### config.mk
export PLATFORM = sky130hd
export DESIGN_NAME = booth_multiplier_32
export DESIGN_NICKNAME = d
export VERILOG_FILES = /design/src/rtl/booth_multiplier_32.sv
export SDC_FILE = /design/constraint.sdc
export NUM_CORES = 1
export LEC_CHECK = 0
export CORE_MARGIN = 2
export CORE_UTILIZATION = 55
export DETAILED_ROUTE_END_ITERATION = 7
export PLACE_DENSITY = 0.81
export SYNTH_ARGS = -nofsm -noshare
export SYNTH_HDL_FRONTEND = slang
export SYNTH_SLANG_ARGS = --single-unit
### constraint.sdc
create_clock -name clk -period 4.7 [get_ports clk]
set_input_delay 0.705 -clock clk [delete_from_list [all_inputs] [get_ports clk]]
set_output_delay 0.705 -clock clk [all_outputs]
set_load 0.005 [all_outputs]
### src/rtl/booth_multiplier_32.sv
// Sequential radix-2 Booth multiplier for signed two's-complement operands.
// One add/subtract/no-op of the multiplicand per clock; 2*WIDTH-bit product
// after WIDTH iterations, with a start/busy/done handshake.
// Optional feature: define MUL_OVF_FLAG_EN to add the ovf output, which flags
// products that do not fit in WIDTH signed bits.
module booth_multiplier_32 #(
  parameter int unsigned WIDTH = 32
) (
  input  logic               clk,
  input  logic               rst,
  input  logic               start,
  input  logic [WIDTH-1:0]   multiplicand,
  input  logic [WIDTH-1:0]   multiplier,
  output logic               busy,
  output logic               done,
  output logic [2*WIDTH-1:0] product
`ifdef MUL_OVF_FLAG_EN
  ,
  output logic               ovf
`endif
);

  localparam int unsigned CntW = (WIDTH > 2) ? $clog2(WIDTH) : 1;

  typedef enum logic [1:0] {
    StIdle,
    StRun,
    StDone
  } state_e;

  state_e            state;
  logic [WIDTH-1:0]  m;
  logic [WIDTH:0]    a;      // one guard bit so M = -2^(WIDTH-1) cannot overflow
  logic [WIDTH-1:0]  q;
  logic              q_1;
  logic [CntW-1:0]   count;

  logic [WIDTH:0]     m_ext;
  logic [WIDTH:0]     sum;
  logic [WIDTH:0]     a_shift;
  logic [WIDTH-1:0]   q_shift;
  logic [2*WIDTH-1:0] prod_next;
  logic               last_iter;

  // One Booth step: recode {Q[0], q_1}, add/sub, then arithmetic shift right.
  always_comb begin
    m_ext = {m[WIDTH-1], m};
    case ({q[0], q_1})
      2'b01:   sum = a + m_ext;
      2'b10:   sum = a - m_ext;
      default: sum = a;
    endcase
    a_shift   = {sum[WIDTH], sum[WIDTH:1]};
    q_shift   = {sum[0], q[WIDTH-1:1]};
    prod_next = {a_shift[WIDTH-1:0], q_shift};
    last_iter = (count == CntW'(WIDTH - 1));
  end

`ifdef MUL_OVF_FLAG_EN
  logic [WIDTH:0] prod_top;
  logic           ovf_next;

  // Overflow when the upper WIDTH+1 product bits are not a pure sign extension.
  always_comb begin
    prod_top = prod_next[2*WIDTH-1:WIDTH-1];
    ovf_next = ~((&prod_top) | ~(|prod_top));
  end
`endif

  // Control FSM and datapath registers, all outputs registered.
  always_ff @(posedge clk) begin
    if (rst) begin
      state   <= StIdle;
      m       <= '0;
      a       <= '0;
      q       <= '0;
      q_1     <= 1'b0;
      count   <= '0;
      busy    <= 1'b0;
      done    <= 1'b0;
      product <= '0;
`ifdef MUL_OVF_FLAG_EN
      ovf     <= 1'b0;
`endif
    end else begin
      unique case (state)
        StIdle, StDone: begin
          done <= 1'b0;
          if (start) begin
            m     <= multiplicand;
            a     <= '0;
            q     <= multiplier;
            q_1   <= 1'b0;
            count <= '0;
            busy  <= 1'b1;
            state <= StRun;
          end else begin
            state <= StIdle;
          end
        end
        StRun: begin
          a     <= a_shift;
          q     <= q_shift;
          q_1   <= q[0];
          count <= count + CntW'(1);
          if (last_iter) begin
            product <= prod_next;
`ifdef MUL_OVF_FLAG_EN
            ovf     <= ovf_next;
`endif
            busy    <= 1'b0;
            done    <= 1'b1;
            state   <= StDone;
          end
        end
        default: begin
          busy  <= 1'b0;
          done  <= 1'b0;
          state <= StIdle;
        end
      endcase
    end
  end

endmodule

==> impl_metrics.yaml, run 1 <==
status:
  outcome: "finished, final reports clean"
setup_path:
  worstSetupEndpointType: "flip-flop"
  critical-path-top-delay-family: "simple AND/OR/NAND/NOR gates"
  rr_startpoint: "m[5]"
  timing.critical_path.slowest_stage_cell: "or4_4"
  setup.worst_path.start_class: "flip-flop"
  critPathCapture: "product[63]"
  worstRegToRegCells: 15
  crit_cells: 15
  cp_data_arrival_time_ps: 4760
  critPathMaxStageDelay_ps: 570
  worst_r2r_endpoint: "product[63]"
  crit_path_start: "m[5]"
  worstPathRequired_ps: 5030
  cp_max_fo: 7
  timing.critical_path.cells: "or4_4, or3_1, or3_4, nor2_4, a21oi_1, xnor2_1, ha_2, nand4_1, nor3b_2, o211ai_1, nand2_1, a211o_1, a311oi_2, or4_1, a311oi_1"
  timing.setup.critical_path_class: "reg2reg"
  worst-path-buf-inv: 0
  reg2reg_slack_ps: 270
detailed_routing:
  post_drt_wl_per_cell_um: 17.01
  postRouteAntennaNets: 0
  detail_route.drc_violations: 0
  routed-via-count: 8594
  dr.pass1.iters: 5
  drt-total-wl_mm: 24.84
  drt_iter0_markers: 807
  drt-vias-per-instance: 5.886
power:
  power_switching_share_pct: 30.61
  power.share.sequential_pct: 41.7
  power_frac_comb_pct: 19.7
  power_density_nw_per_um2: 335.2
  static_power_due_to_leakage_nw: 4.081
  peakVddDrop_mv: 0.2969
  power.clock.fraction_pct: 38.5
  total_switching_power_w: 0.001125
  intPower_w: 0.002550
global_route:
  largest_net_degree_at_the_start_of_global_routing: 97
  gr-usage-met2_pct: 47.64
  use_met1_pct: 37.97
  globalRouteMet3Util_pct: 5.171
  globalRoute.busiestLayer: "met2"
  grt_overflow: 0
  grt_pass1_vias: 7974
  antenna_found_initial: 0
  first_pass_grt_wire_length_mm: 39.46
  global_route.usage.total_pct: 29.12
timing:
  final.min_clock_period_ps: 4432
  sum_neg_setup_slack_ps: 0
  max_slew_margin_pct: 31.05
  maxClockFrequency_ghz: 0.2256
  layout_setup_ws_ps: 267.9
  timing.final.setup_violations: 0
  timing_worst_slew_pin_value_ps: 1034
  finalMaxSlewViolations: 0
  rsz0062_at_grt: "false"
  clock_skew_ps: 13.57
  timing.final.crit_share_pct: 94.30
  finalHoldViolCount: 0
logic_synthesis:
  synth_compound_area_share_pct: 26.28
  synth.top_cells.by_area: "dfxtp_1 39%, a21oi_1 9.4%, nand2_1 9.3%, ha_1 5.1%, nor2_1 3.6%"
  mapped_cells: 1130
  synthDominantAreaCellType: "dfxtp_1"
  yosysMostFrequentCell: "nand2_1"
  synth.yosys.warnings: 0
  synth_area_per_cell_sq_um: 7.808
  synth_flop_cell: "dfxtp_1"
  synth.yosys.seq_area_share_pct: 38.57
  fraction_of_synthesized_cell_area_taken_by_the_top_area_cell_type_pct: 38.57
  ys_seq_elements: 170
  synth_enable_flop_cells: 0
  synth_nets: 1234
  synth.mux.area_fraction_pct: 1.290
  post_synthesis_async_set_or_reset_flop_share_pct: 0
  synth.distinct_cells: 61
  post_synth_xor_area_fraction_pct: 4.368
  synth-simple-area-share_pct: 20.38
  adder_cell_fraction_of_synth_area_pct: 5.332
  synth_top_family_by_area: "compound AO/OA/AOI/OAI gates"
  synth.cell_area_sq_um: 8823
  synth_common_cells: "219 x nand2_1, 170 x dfxtp_1, 166 x a21oi_1, 84 x nor2_1, 62 x clkbuf_1"
clocking:
  clock_sinks: 170
  cts_max_path_buffers: 2
  tritoncts: "done"
  htree_levels: 4
  cts_inserted_buffers: 17
  clock_tree.root_cell: "clkbuf_16"
  clk_transition_reported_paths_ps: 70
  clock_latency_ps: 440
die:
  core_region_area_sq_um: 15770
  die_area_sq_um: 17070
  die_h_um: 130.7
  num_rows: 46
  starting_utilization_of_the_core_area_pct: 55.95
  floorplan.die.width_um: 130.7
  pin_count: 133
placement:
  pre_cts_slack_ps: 150.9
  post-dp-hpwl_mm: 17.35
  gp_routability_congestion: 0.9377
  port_buffers: 132
hold_path:
  hold_depth: 2
  timing.hold.worst.class: "reg2reg"
job:
  maxCapViolCount: 0
layout:
  antenna-diode-count: 0
  post_route_cells_drive_above_1_share_pct: 6.511
  areaGrowthSynthToFinish_pct: 24.25
  layout.nets: 1335
[worst min path at each step]
stage	startpoint	end	slack (ps)
finish	product[25]	product[25]	450
global route	product[27]	product[27]	470
CTS	product[9]	product[9]	460
detailed placement	product[9]	product[9]	450
global placement	product[20]	product[20]	440
floorplan	a[18]	a[18]	440
[placed cells by master, fill, tap and decap left out, types with 17 or more instances in the layout]
| cell | synthesis | routed |
|---|---|---|
| dfxtp_1 | 170 | 169 |
| a22o_1 | 17 | 17 |
| clkdlybuf4s50_1 | 0 | 131 |
| o21ai_0 | 50 | 49 |
| ha_1 | 36 | 34 |
| nand2_1 | 219 | 218 |
| clkbuf_16 | 0 | 17 |
| nor2_1 | 84 | 83 |
| buf_4 | 0 | 20 |
| nor3_1 | 27 | 25 |
| inv_1 | 20 | 20 |
| a21oi_1 | 166 | 166 |
| a22oi_1 | 39 | 39 |
| xnor2_1 | 36 | 36 |
[kinds of logic (layout without fill, tap and decap cells)]
kind of cell,after synthesis,after routing
AND/OR/NAND/NOR,409,409
AO/OA/AOI/OAI,370,370
flip-flops,170,170
buffers and inverters,89,203
XOR/XNOR,44,44
adder cells (fa/ha/maj),37,37
multiplexers,11,11
[worst reg2reg max path: cells and delay by family (launching register included)]
| kind | cells | cell delay, ps |
|---|---|---|
| flip-flops | 1 | 350 |
| AO/OA/AOI/OAI | 5 | 870 |
| adder cells (fa/ha/maj) | 1 | 380 |
| XOR/XNOR | 1 | 130 |
| AND/OR/NAND/NOR | 8 | 2590 |
[layout make-up]
cell class | instances | area (sq um)
sequential | 170 | 3405
clock inverter | 15 | 180.2
fill | 1354 | 4807
multi-input combinational | 871 | 5146
tap | 216 | 270.3
inverter | 20 | 75.07
timing repair buffer | 151 | 1461
clock buffer | 17 | 425.4
[state kept, by name, summed over array words and instances (netlist names)]
signal and count:
count 5, busy 1, q 32, product 64
state 2, a 32, m 32, done 1
q_1 1
[metal layers]
metal | vias to the layer above | part of all wire (%)
met2 | 289 | 48
li1 | 4215 | -
met1 | 4036 | 43
met3 | 54 | 5.2
met5 | - | 0
met4 | 0 | 3.3
[timing repair]
item / in CTS / in global routing
hold buffers: 0 / 0
gates resized for setup: 0 / 9
buffers inserted: 0 / 3
setup endpoints to repair: 0 / 10
endpoints found under the hold margin: 0 / 0
[power by group through the flow]
stage	registers, W	logic (W)	clock network [W]
floorplan	0.00155	0.000512	0
global route	0.00154	0.000798	0.00150
finish	0.00153	0.000725	0.00142
CTS	0.00153	0.000711	0.00143
detailed placement	0.00157	0.000706	0
global placement	0.00156	0.000695	0
[per-stage QoR]
stage	total power, W	utilization (%)	hold WS, ps	instances	instance area [sq um]
2_1_floorplan	0.002064	-	439.1	1130	8823
3_3_place_gp	0.002258	65.33	443.7	1425	10300
3_5_place_dp	0.002272	65.33	446.6	1425	10300
4_1_cts	0.003673	69.17	456.5	1457	10910
5_1_grt	0.003835	69.52	473.4	1460	10960
6_report	0.003675	69.52	454.4	1460	10960
Power figures use the tool's default switching activity.
==> inputs of run 2 (changes only) <==
--- a/config.mk
+++ b/config.mk
@@ -5,6 +5,7 @@
 export SDC_FILE = /design/constraint.sdc
 export NUM_CORES = 1
 export LEC_CHECK = 0
+export ABC_AREA = 0
 export CORE_MARGIN = 2
 export CORE_UTILIZATION = 55
 export DETAILED_ROUTE_END_ITERATION = 7
==> results of run 2 <==
The final DEF is identical to that of run 1; final timing and power are the same.
==> inputs of run 3 (changes only) <==
--- a/config.mk
+++ b/config.mk
@@ -10,6 +10,7 @@
 export CORE_UTILIZATION = 55
 export DETAILED_ROUTE_END_ITERATION = 7
 export PLACE_DENSITY = 0.81
+export SKIP_CTS_REPAIR_TIMING = 1
 export SYNTH_ARGS = -nofsm -noshare
 export SYNTH_HDL_FRONTEND = slang
 export SYNTH_SLANG_ARGS = --single-unit
==> constraint.sdc (replaced) <==
create_clock -name clk -period 4.1 [get_ports clk]
set_input_delay 0.615 -clock clk [delete_from_list [all_inputs] [get_ports clk]]
set_output_delay 0.615 -clock clk [all_outputs]
set_load 0.005 [all_outputs]
==> run 3 against run 2 <==
Compared with the run above: the run now ends with negative setup slack left; via count rose by 3.8%; cell count rose by 4.7%; power grew 19%; combinational power rose by 32%; sequential cell count is the same; first-iteration DRC count fell by 16%; critical path type unchanged; critical endpoint is now product[59]; largest cell class unchanged; largest power group unchanged; highest routed layer unchanged.
==> impl_metrics.yaml, run 3 (synthesized netlist as in run 1, its figures left out) <==
layout:
  filler_cell_count: 1247
  final-seq-area_sq_um: 3405
  layout.nets: 1403
  instances_no_fill: 1528
  fin_area_sq_um: 11600
  largest-register: "product"
  multiInputGateArea_sq_um: 5265
  post_route_cells_drive_above_1_share_pct: 13.11
  final_cell_mix: "218 x nand2_1, 169 x dfxtp_1, 161 x a21oi_1, 131 x clkdlybuf4s50_1, 88 x buf_4"
  final_common_cell: "nand2_1"
  final_core_util_pct: 73.59
  antenna-diode-count: 0
  areaGrowthSynthToFinish_pct: 31.52
  largest_register_ff_count: 64
setup_path:
  timing.critical_path.cells: "or4_4, or3_4, or3_4, nor2_4, buf_4, a21oi_2, xnor2_1, ha_1, nand4_1, nor2_1, a22oi_2, nand2_1, a211o_1, buf_4, a311o_1, mux2i_2, a21oi_1"
  cp_data_arrival_time_ps: 4610
  worstPathRequired_ps: 4430
  cp_max_fo: 5
  timing.critical_path.slowest_stage_cell: "or4_4"
  timing.setup.critical_path_class: "reg2reg"
  worstSetupEndpointType: "flip-flop"
  setup.worst_path.start_class: "flip-flop"
  critPathMaxStageDelay_ps: 530
  reg2reg_slack_ps: -190
placement:
  gp_routability_congestion: 0.9247
  port_buffers: 132
  post-dp-hpwl_mm: 17.92
  placedCellCount: 1487
  placed_area_sq_um: 10770
timing:
  layout_setup_ws_ps: -187.0
  maxClockFrequency_ghz: 0.2333
  rsz0062_at_grt: "true"
  final.min_clock_period_ps: 4287
  max_slew_margin_pct: 34.74
  finalHoldViolCount: 0
  timing.final.setup_violations: 13
  clock_skew_ps: 12.52
  finalMaxSlewViolations: 0
  sum_neg_setup_slack_ps: -1224
  timing.final.crit_share_pct: 104.6
  timing_worst_slew_pin_value_ps: 975.2
job:
  maxCapViolCount: 0
power:
  power_w: 0.004363
  static_power_due_to_leakage_nw: 4.444
  power_density_nw_per_um2: 376.0
  peakVddDrop_mv: 0.3182
die:
  starting_utilization_of_the_core_area_pct: 55.95
  pin_count: 133
  die_area_sq_um: 17070
  die_h_um: 130.7
  core_region_area_sq_um: 15770
  num_rows: 46
  floorplan.die.width_um: 130.7
clocking:
  clk_transition_reported_paths_ps: 70
  cts_inserted_buffers: 17
  tritoncts: "done"
  htree_levels: 4
  clock_tree.root_cell: "clkbuf_16"
  clock_latency_ps: 450
  clock_sinks: 170
  cts_max_path_buffers: 2
detailed_routing:
  post_drt_wl_per_cell_um: 17.18
  drt_iter0_markers: 674
  drt-total-wl_mm: 26.25
  detail_route.drc_violations: 0
  postRouteAntennaNets: 0
  routed-via-count: 8923
  drt-vias-per-instance: 5.840
  dr.pass1.iters: 5
global_route:
  largest_net_degree_at_the_start_of_global_routing: 67
  global_route.usage.total_pct: 30.08
  antenna_found_initial: 0
  first_pass_grt_wire_length_mm: 40.55
  grt_overflow: 0
  grt_pass1_vias: 8401
status:
  failed_checks: "negative setup slack"
  outcome: "complete, but fails checks"
hold_path:
  timing.hold.worst.class: "reg2reg"
-- run 3: final cells by class --
class	instances	area share, %
inverters	20	0.6469
multi-input cells	871	45.37
flip-flops and latches	170	29.34
clock buffers	17	3.666
repair buffers	219	16.99
clock inverters	15	1.660
well taps	216	2.329
-- run 3: power by group --
| group | switching (W) | internal (W) | total [W] |
|---|---|---|---|
| clock | 0.000819 | 0.000836 | 0.00165 |
| combinational | 0.000528 | 0.000429 | 0.000957 |
| sequential | 0.0000493 | 0.00170 | 0.00175 |
-- run 3: final timing paths --
path / start / to / depth (start not counted)
setup reg to reg: m[5] / product[59] / 17
setup / recovery: m[5] / product[59] / 17
hold / removal: product[18] / product[18] / 2
hold reg to reg: product[18] / product[18] / 2
-- run 3: metal layers --
| layer | GRT usage [%] | part of all wire [%] | wire (um) | vias to the layer above |
|---|---|---|---|---|
| met3 | 5.904 | 5.9 | 1551 | 68 |
| met5 | 0 | 0 | 0 | - |
| met1 | 38.19 | 43 | 11250 | 4180 |
| met4 | 11.20 | 2.8 | 744 | 0 |
| li1 | - | - | - | 4354 |
| met2 | 50.89 | 48 | 12700 | 321 |
-- run 3: worst max-delay path: cells and delay by family (launching register included) --
kind | cells | cell delay, ps
DFF | 1 | 310
adders and majority gates | 1 | 280
AOI/OAI and AO/OA | 5 | 1050
and+or+nand+nor | 7 | 1730
muxes | 1 | 230
xor gates and xnor gates | 1 | 240
buffers and inverters | 2 | 290
-- run 3: through the flow --
step	hold WS, ps	setup slack (ps)
3_5_place_dp	445.9	-262.1
5_1_grt	475.0	-322.8
3_3_place_gp	441.9	-99.99
2_1_floorplan	439.1	5.957
4_1_cts	456.7	-311.1
6_report	456.0	-187.0
